[config.mk]
export PLATFORM = sky130hd
export DESIGN_NAME = dhs_axil2apb_bridge
export DESIGN_NICKNAME = d
export VERILOG_FILES = /design/src/rtl/dhs_axil2apb_bridge.sv
export SDC_FILE = /design/constraint.sdc
export NUM_CORES = 1
export LEC_CHECK = 0
export CORE_MARGIN = 2
export CORE_UTILIZATION = 40
export CTS_CLUSTER_DIAMETER = 30
export DETAILED_ROUTE_END_ITERATION = 16
export MAX_ROUTING_LAYER = met4
export PLACE_DENSITY = 0.77
export SLEW_MARGIN = 15
export SYNTH_ARGS = -nofsm -noshare
export SYNTH_HDL_FRONTEND = slang
export SYNTH_SLANG_ARGS = --single-unit
export TNS_END_PERCENT = 100
[constraint.sdc]
create_clock -name clk_i -period 2.6 [get_ports clk_i]
set_input_delay 0.52 -clock clk_i [delete_from_list [all_inputs] [get_ports clk_i]]
set_output_delay 0.52 -clock clk_i [all_outputs]
set_load 0.01 [all_outputs]
[src/rtl/dhs_axil2apb_bridge.sv]
// AXI4-Lite slave to APB master bridge: one transaction in flight, round-robin
// read/write arbitration, SETUP/ACCESS sequencing and a PREADY timeout.
module dhs_axil2apb_bridge #(
  parameter int unsigned TimeoutCycles = 1023
) (
  input  logic        clk_i,
  input  logic        rst_ni,
  // AXI4-Lite write address / data / response
  input  logic [31:0] awaddr,
  input  logic [2:0]  awprot,
  input  logic        awvalid,
  output logic        awready,
  input  logic [31:0] wdata,
  input  logic [3:0]  wstrb,
  input  logic        wvalid,
  output logic        wready,
  output logic [1:0]  bresp,
  output logic        bvalid,
  input  logic        bready,
  // AXI4-Lite read address / data
  input  logic [31:0] araddr,
  input  logic [2:0]  arprot,
  input  logic        arvalid,
  output logic        arready,
  output logic [31:0] rdata,
  output logic [1:0]  rresp,
  output logic        rvalid,
  input  logic        rready,
  // APB master
  output logic [31:0] paddr,
  output logic [2:0]  pprot,
  output logic        psel,
  output logic        penable,
  output logic        pwrite,
  output logic [31:0] pwdata,
  output logic [3:0]  pstrb,
  input  logic        pready,
  input  logic [31:0] prdata,
  input  logic        pslverr
);

  localparam int unsigned CntW = (TimeoutCycles > 0) ? $clog2(TimeoutCycles + 1) : 1;
  localparam bit TimeoutEn = (TimeoutCycles > 0);
  localparam logic [CntW-1:0] TimeoutVal = CntW'(TimeoutCycles);

  typedef enum logic [1:0] {
    IDLE,
    SETUP,
    ACCESS,
    RESP
  } state_t;

  state_t state_reg, state_next;

  logic [CntW-1:0] cnt_reg, cnt_next;
  logic            last_wr_reg;
  logic            is_wr_reg;
  logic [31:0]     addr_reg;
  logic [2:0]      prot_reg;
  logic [31:0]     wdata_reg;
  logic [3:0]      strb_reg;
  logic            psel_reg, penable_reg;
  logic            bvalid_reg, rvalid_reg;
  logic [1:0]      bresp_reg, rresp_reg;
  logic [31:0]     rdata_reg;

  logic wr_elig, rd_elig;
  logic grant_wr, grant_rd;
  logic done, abort;

  assign wr_elig = awvalid && wvalid;
  assign rd_elig = arvalid;

  always_comb begin
    state_next = state_reg;
    cnt_next   = cnt_reg;
    grant_wr   = 1'b0;
    grant_rd   = 1'b0;
    done       = 1'b0;
    abort      = 1'b0;
    unique case (state_reg)
      IDLE: begin
        // On a tie the type that was not served last wins.
        if (wr_elig && rd_elig) begin
          grant_wr = !last_wr_reg;
          grant_rd = last_wr_reg;
        end else begin
          grant_wr = wr_elig;
          grant_rd = rd_elig;
        end
        if (wr_elig || rd_elig) begin
          state_next = SETUP;
        end
      end
      SETUP: begin
        cnt_next   = '0;
        state_next = ACCESS;
      end
      ACCESS: begin
        if (pready) begin
          done       = 1'b1;
          state_next = RESP;
        end else begin
          cnt_next = cnt_reg + CntW'(1);
          // cnt_next counts completed wait cycles, so this fires in ACCESS cycle TimeoutCycles.
          if (TimeoutEn && (cnt_next == TimeoutVal)) begin
            abort      = 1'b1;
            state_next = RESP;
          end
        end
      end
      RESP: begin
        if (is_wr_reg ? bready : rready) begin
          state_next = IDLE;
        end
      end
      default: state_next = IDLE;
    endcase
  end

  always_ff @(posedge clk_i) begin
    if (!rst_ni) begin
      state_reg   <= IDLE;
      cnt_reg     <= '0;
      last_wr_reg <= 1'b0;
      is_wr_reg   <= 1'b0;
      addr_reg    <= '0;
      prot_reg    <= '0;
      wdata_reg   <= '0;
      strb_reg    <= '0;
      psel_reg    <= 1'b0;
      penable_reg <= 1'b0;
      bvalid_reg  <= 1'b0;
      bresp_reg   <= 2'b00;
      rvalid_reg  <= 1'b0;
      rresp_reg   <= 2'b00;
      rdata_reg   <= '0;
    end else begin
      state_reg <= state_next;
      cnt_reg   <= cnt_next;

      if (grant_wr) begin
        addr_reg    <= awaddr;
        prot_reg    <= awprot;
        wdata_reg   <= wdata;
        strb_reg    <= wstrb;
        is_wr_reg   <= 1'b1;
        last_wr_reg <= 1'b1;
      end else if (grant_rd) begin
        addr_reg    <= araddr;
        prot_reg    <= arprot;
        strb_reg    <= 4'h0;
        is_wr_reg   <= 1'b0;
        last_wr_reg <= 1'b0;
      end

      psel_reg    <= (state_next == SETUP) || (state_next == ACCESS);
      penable_reg <= (state_next == ACCESS);

      if ((done || abort) && is_wr_reg) begin
        bvalid_reg <= 1'b1;
        bresp_reg  <= (abort || pslverr) ? 2'b10 : 2'b00;
      end else if (bvalid_reg && bready) begin
        bvalid_reg <= 1'b0;
      end

      if ((done || abort) && !is_wr_reg) begin
        rvalid_reg <= 1'b1;
        rresp_reg  <= (abort || pslverr) ? 2'b10 : 2'b00;
        rdata_reg  <= abort ? 32'h0 : prdata;
      end else if (rvalid_reg && rready) begin
        rvalid_reg <= 1'b0;
      end
    end
  end

  // Readies are gated by reset so nothing is accepted while reset is asserted.
  assign awready = grant_wr && rst_ni;
  assign wready  = grant_wr && rst_ni;
  assign arready = grant_rd && rst_ni;

  assign paddr   = addr_reg;
  assign pprot   = prot_reg;
  assign psel    = psel_reg;
  assign penable = penable_reg;
  assign pwrite  = is_wr_reg;
  assign pwdata  = wdata_reg;
  assign pstrb   = strb_reg;

  assign bvalid  = bvalid_reg;
  assign bresp   = bresp_reg;
  assign rvalid  = rvalid_reg;
  assign rresp   = rresp_reg;
  assign rdata   = rdata_reg;

endmodule

==> results of run 1 <==
layout make-up:
class | instances | area [um2] | area share
Timing Repair Buffer | 272 | 2710 | 0.325
Inverter | 5 | 18.8 | 0.00225
Multi-Input combinational cell | 444 | 2370 | 0.285
Clock buffer | 24 | 492 | 0.0589
Clock inverter | 7 | 90.1 | 0.0108
Sequential cell | 122 | 2440 | 0.293
Tap cell | 172 | 215 | 0.0258
report_power, final:
group	internal [mW]	leakage, nW	switching (mW)
Combinational	0.610	1.77	0.538
Clock	1.50	0.282	0.787
Sequential	2.02	0.996	0.0862
routing by layer:
metal,GRT usage,share of wire,wire length (um),up-vias
li1,-,-,-,2682
met4,0.105,0.019,324,0
met3,0.0654,0.077,1280,23
met2,0.402,0.50,8390,222
met1,0.276,0.40,6710,2544
met5,-,0,0,-
cell families (layout without fill, tap and decap cells):
kind of cell,after synthesis,count (layout),synth area share
adder cells (fa/ha/maj),3,3,0.00735
AND/OR/NAND/NOR,294,294,0.247
multiplexers,1,1,0.00221
buffers and inverters,65,308,0.0598
XOR/XNOR,2,2,0.00343
other,1,2,0.000734
AO/OA/AOI/OAI,142,142,0.201
flip-flops,122,122,0.478
worst min-delay path: stages (launching register included):
cell	delay [ns]
dfxtp_1	0.30
nand2_1	0.05
a21oi_1	0.05
cell usage in the layout, fill, tap and decap left out, types with 4 or more instances in the layout:
cell type        count
a31o_1              28
a311oi_1            38
clkdlybuf4s50_1    258
buf_4               11
a22oi_1              4
clkbuf_8             4
dfxtp_1            122
nor2_1              58
o21ai_0              8
nand2_1            176
clkbuf_16           17
nor2b_1              4
a31o_2               4
nor4_1              32
a21oi_1             46
through the flow:
stage               power [mW]  utilization  setup WS (ns)  instances  cell area [um2]
CTS                       5.59        0.666          0.112       1046             8340
global route              5.80        0.666        0.00648       1046             8340
detailed placement        3.29        0.620          0.120       1015             7760
global placement          3.26        0.620         0.0935       1015             7760
finish                    5.54        0.666          0.123       1046             8340
floorplan                 2.64            -          0.450        631             5110
worst max-delay path by stage:
stage / startpoint / to / slack (ns) / cells after the start
after floorplan: rst_ni / wready / 0.45 / 6
after global placement: arvalid / wready / 0.09 / 5
after detailed placement: arvalid / wready / 0.12 / 5
after CTS: arvalid / wready / 0.11 / 5
after global routing: arvalid / wready / 0.006 / 5
final: arvalid / wready / 0.12 / 5
==> flow_metrics.tcl, run 1 <==
set metrics [dict create \
    rsz0062_at_grt "false" \
    critPathMaxFanout 3 \
    hp-start "pwdata[2]" \
    syn_area_per_cell_um2 8.10 \
    path_buf_inv 2 \
    vdd_drop_max_uv 367 \
    rows 41 \
    dr.pass1.iters 5 \
    rr_startpoint "cnt_reg[0]" \
    postCtsSetupBuffers 0 \
    grt_first_pass_wirelength_um 25000 \
    drc 0 \
    cp.required_ns 2.08 \
    startpoint_type "primary input" \
    cts-root-buf "clkbuf_16" \
    maxCapViolCount 0 \
    ys_types 51 \
    wire_per_inst_um 16.0 \
    maxSlewViolCount 0 \
    r2r-end "rvalid" \
    worstPathArrival_ns 1.96 \
    clk_latency_ns 0.41 \
    syn_to_final_growth_pct 63.4 \
    ys_top_cells_by_count "nand2_1 (176), dfxtp_1 (122), nor2_1 (58)" \
    antenna_found_initial 0 \
    fmax_mhz 404 \
    ys_warn_count 0 \
    crit_path_end_kind "output pin" \
    path_common_cell "clkdlybuf4s50_1" \
    final_nets 1012 \
    cts_made_buffers 17 \
    worstHoldPathCells 2 \
    cts-resized-gates 0 \
    slowest_delay_ns 0.58 \
    numPortBuffers 259 \
    ioPinCount 262 \
    async_reset_ff_frac 0 \
    p_leak_nw 3.05 \
    cp_slowest_cell "clkdlybuf4s50_1" \
    nFillCells 1086 \
    fp.dieH_um 117 \
    grt_use_total 0.242 \
    synth_edf_count 0 \
    cts_tree "built" \
    vias 5471 \
    design.core.area_um2 12500 \
    grt_pass1_vias 5069 \
    synth_top_area_cell "dfxtp_1" \
    cpLargestDelayFamily "buffers and inverters" \
    status "finished, final reports clean" \
    synth.most_common_cell "nand2_1" \
    dieArea_um2 13700 \
    finalHoldViolCount 0 \
    cp_cell_sequence "clkdlybuf4s50_1 > nand2_1 > nand4_1 > nor2_1 > clkdlybuf4s50_1" \
    min_to "pwdata[2]" \
    cts.sinks 122 \
    holdCritPathClass "flip-flop to flip-flop" \
    ys.flop_type "dfxtp_1" \
    grt_max_degree 86 \
    min_period_ns 2.48 \
    powerDensity_nw_per_um2 665 \
    routed_wl_um 16700 \
    period_share 0.953 \
    post-dp-hpwl_um 11700 \
    r2r_cells 7 \
    path_class "primary input to output pin" \
    postSynthCellCount 630 \
    start_util 0.408 \
    relSlewSlack 0.384 \
    reg2reg_slack_ns 0.31 \
    postRouteAntennaNets 0 \
    htree_levels 4 \
    cts_hold_repair.buffers 0 \
    fin_setup_tns_ns 0 \
    die_width_um 117 \
    netlist_area_um2 5110 \
    seq_area_frac_synth 0.478 \
    clockBufferDepth 2 \
    finalClockSkew_ns 0.00838 \
    yosysTopAreaCellShare 0.478 \
    grt-ovfl-total 0 \
    diodes 0 \
    first_iter_violations 386 \
    hold_ws_ns 0.453 \
    layout-drive-gt1-share 0.0595 \
    ys_top_cells_by_area "dfxtp_1 (48%), nand2_1 (13%), a311oi_1 (6.5%)" \
    worstMarginPinSlew_ns 0.925 \
    setup_viol 0 \
    gp_congestion 0.822 \
    yosys_register_bits 122 \
    viasPerCell 5.23 \
    clk_pin_slew_worst_paths_ns 0.05 \
]
Power figures use the tool's default switching activity.
==> run 2: changes to the inputs <==
Settings changed: PLACE_DENSITY 0.77 to unset, PLACE_DENSITY_LB_ADDON set to 0.05.
==> run 2 against run 1 <==
Effect of this change: register-to-register slack better by 0.11 ns; clock power is 3% higher; count of clock-buffer cells in the layout is 1 lower; die area stayed put; final cell count is 0.48% higher; first-iteration DRC count is 24% lower; sequential power hardly changed; clock skew is 0.0039 ns lower; critical endpoint unchanged.
==> flow_metrics.tcl, run 2 (same netlist as run 1, synthesis figures left out) <==
set metrics [dict create \
    status "finished, final reports clean" \
    diodes 0 \
    rr_startpoint "cnt_reg[2]" \
    grt_use_total 0.245 \
    ioPinCount 262 \
    post-dp-hpwl_um 11500 \
    numPortBuffers 259 \
    die_width_um 117 \
    crit_start "arvalid" \
    gp_congestion 0.813 \
    design.core.area_um2 12500 \
    grt_first_pass_wirelength_um 25300 \
    start_util 0.408 \
    swShare 0.252 \
    crit_path_end_kind "output pin" \
    setup_slack_ns 0.119 \
    dieArea_um2 13700 \
    p_switching_mw 1.42 \
    mostFrequentLayoutCell "clkdlybuf4s50_1" \
    vias 5473 \
    htree_levels 4 \
    rows 41 \
    seq_power_share 0.373 \
    grt_max_degree 86 \
    rsz0062_at_grt "false" \
    critPathMaxFanout 2 \
    fmax_mhz 403 \
    nFillCells 1075 \
    endpoint "wready" \
    holdCritPathClass "flip-flop to flip-flop" \
    setup_viol 0 \
    worstMarginPinSlew_ns 0.902 \
    clk_latency_ns 0.41 \
    p_leak_nw 3.08 \
    cp.required_ns 2.08 \
    first_iter_violations 295 \
    most-common-layout-cells "clkdlybuf4s50_1 (258), nand2_1 (176), dfxtp_1 (122)" \
    dr.pass1.iters 5 \
    startpoint_type "primary input" \
    fin_setup_tns_ns 0 \
    min_period_ns 2.48 \
    worstPathArrival_ns 1.96 \
    clockBufferDepth 2 \
    finalHoldViolCount 0 \
    r2r_cells 6 \
    grt-ovfl-total 0 \
    grt_pass1_vias 5228 \
    layout-drive-gt1-share 0.0660 \
    cp_cell_sequence "clkdlybuf4s50_1 > nand2_1 > nand4_1 > nor2_2 > clkdlybuf4s50_1" \
    period_share 0.954 \
    reg2reg_slack_ns 0.42 \
    final_nets 1017 \
    internal_power_mw 4.20 \
    r2r-end "rdata[1]" \
    relSlewSlack 0.399 \
    clkPwrFrac 0.421 \
    drc 0 \
    vdd_drop_max_uv 418 \
    postRouteAntennaNets 0 \
    syn_to_final_growth_pct 64.2 \
    cts-root-buf "clkbuf_16" \
    cp_slowest_cell "clkdlybuf4s50_1" \
    maxCapViolCount 0 \
    clk_pin_slew_worst_paths_ns 0.05 \
    slowest_delay_ns 0.56 \
    path_common_cell "clkdlybuf4s50_1" \
    cts_tree "built" \
    powerDensity_nw_per_um2 671 \
    postCtsSetupBuffers 0 \
    hold_ws_ns 0.451 \
    maxSlewViolCount 0 \
    path_class "primary input to output pin" \
    antenna_found_initial 0 \
    cts_made_buffers 17 \
    finalClockSkew_ns 0.00450 \
    cts.sinks 122 \
    viasPerCell 5.21 \
    routed_wl_um 16700 \
    dp_worst_setup_slack_ns 0.0352 \
    fp.dieH_um 117 \
    wire_per_inst_um 15.9 \
    fin_area_um2 8380 \
    p_comb_frac 0.206 \
    dpl_cell_area_um2 7780 \
]
run 2: changes by cell type in the layout (fill, tap and decap cells not counted):
cell,before,now
buf_4,11,17
buf_12,2,1
bufinv_16,2,3
clkbuf_8,4,3
clkinv_2,3,4
clkinvlp_4,2,1
nor2_1,58,57
nor2_2,0,1
run 2: power by group through the flow:
stage,combinational [mW],clock (mW),sequential (mW)
4_1_cts,1.17,2.42,2.10
5_1_grt,1.26,2.50,2.11
3_3_place_gp,1.14,0,2.13
2_1_floorplan,0.444,0,2.20
6_report,1.16,2.37,2.10
3_5_place_dp,1.16,0,2.13
run 2: worst min-delay path by stage:
stage,from,to,cells after the start
finish,pwdata[26],pwdata[26],2
global route,pwdata[7],pwdata[7],2
CTS,pwdata[26],pwdata[26],2
detailed placement,rresp[1],rresp[1],2
global placement,rresp[1],rresp[1],2
floorplan,cnt_reg[7],cnt_reg[7],1
run 2: cell type report:
cell class                      count  area (um2)  share of cell area
Clock inverter                      8         118              0.0140
Inverter                            5        18.8             0.00224
Sequential cell                   122        2440               0.291
Clock buffer                       23         478              0.0570
Tap cell                          172         215              0.0257
Multi-Input combinational cell    444        2380               0.283
Timing Repair Buffer              277        2740               0.326
run 2: layer usage:
layer	vias to the layer above	track usage	share of wire
li1	2687	-	-
met1	2552	0.275	0.40
met2	213	0.403	0.50
met3	21	0.0819	0.082
met4	0	0.0973	0.018
met5	-	-	0
run 2: timing repair:
item                                    CTS  global route
hold buffers                              0             0
endpoints found under the setup margin    0             2
gates resized for setup                   0             1
run 2: critical path: cells and delay by family:
| family | cells | cell delay [ns] |
|---|---|---|
| buffers and inverters | 2 | 0.99 |
| AND/OR/NAND/NOR | 3 | 0.45 |
run 2: per-stage QoR:
stage	total power, mW	std cells	utilization
finish	5.62	1051	0.670
detailed placement	3.29	1020	0.622
global placement	3.27	1020	0.622
CTS	5.68	1051	0.670
global route	5.88	1051	0.670
floorplan	2.64	631	-
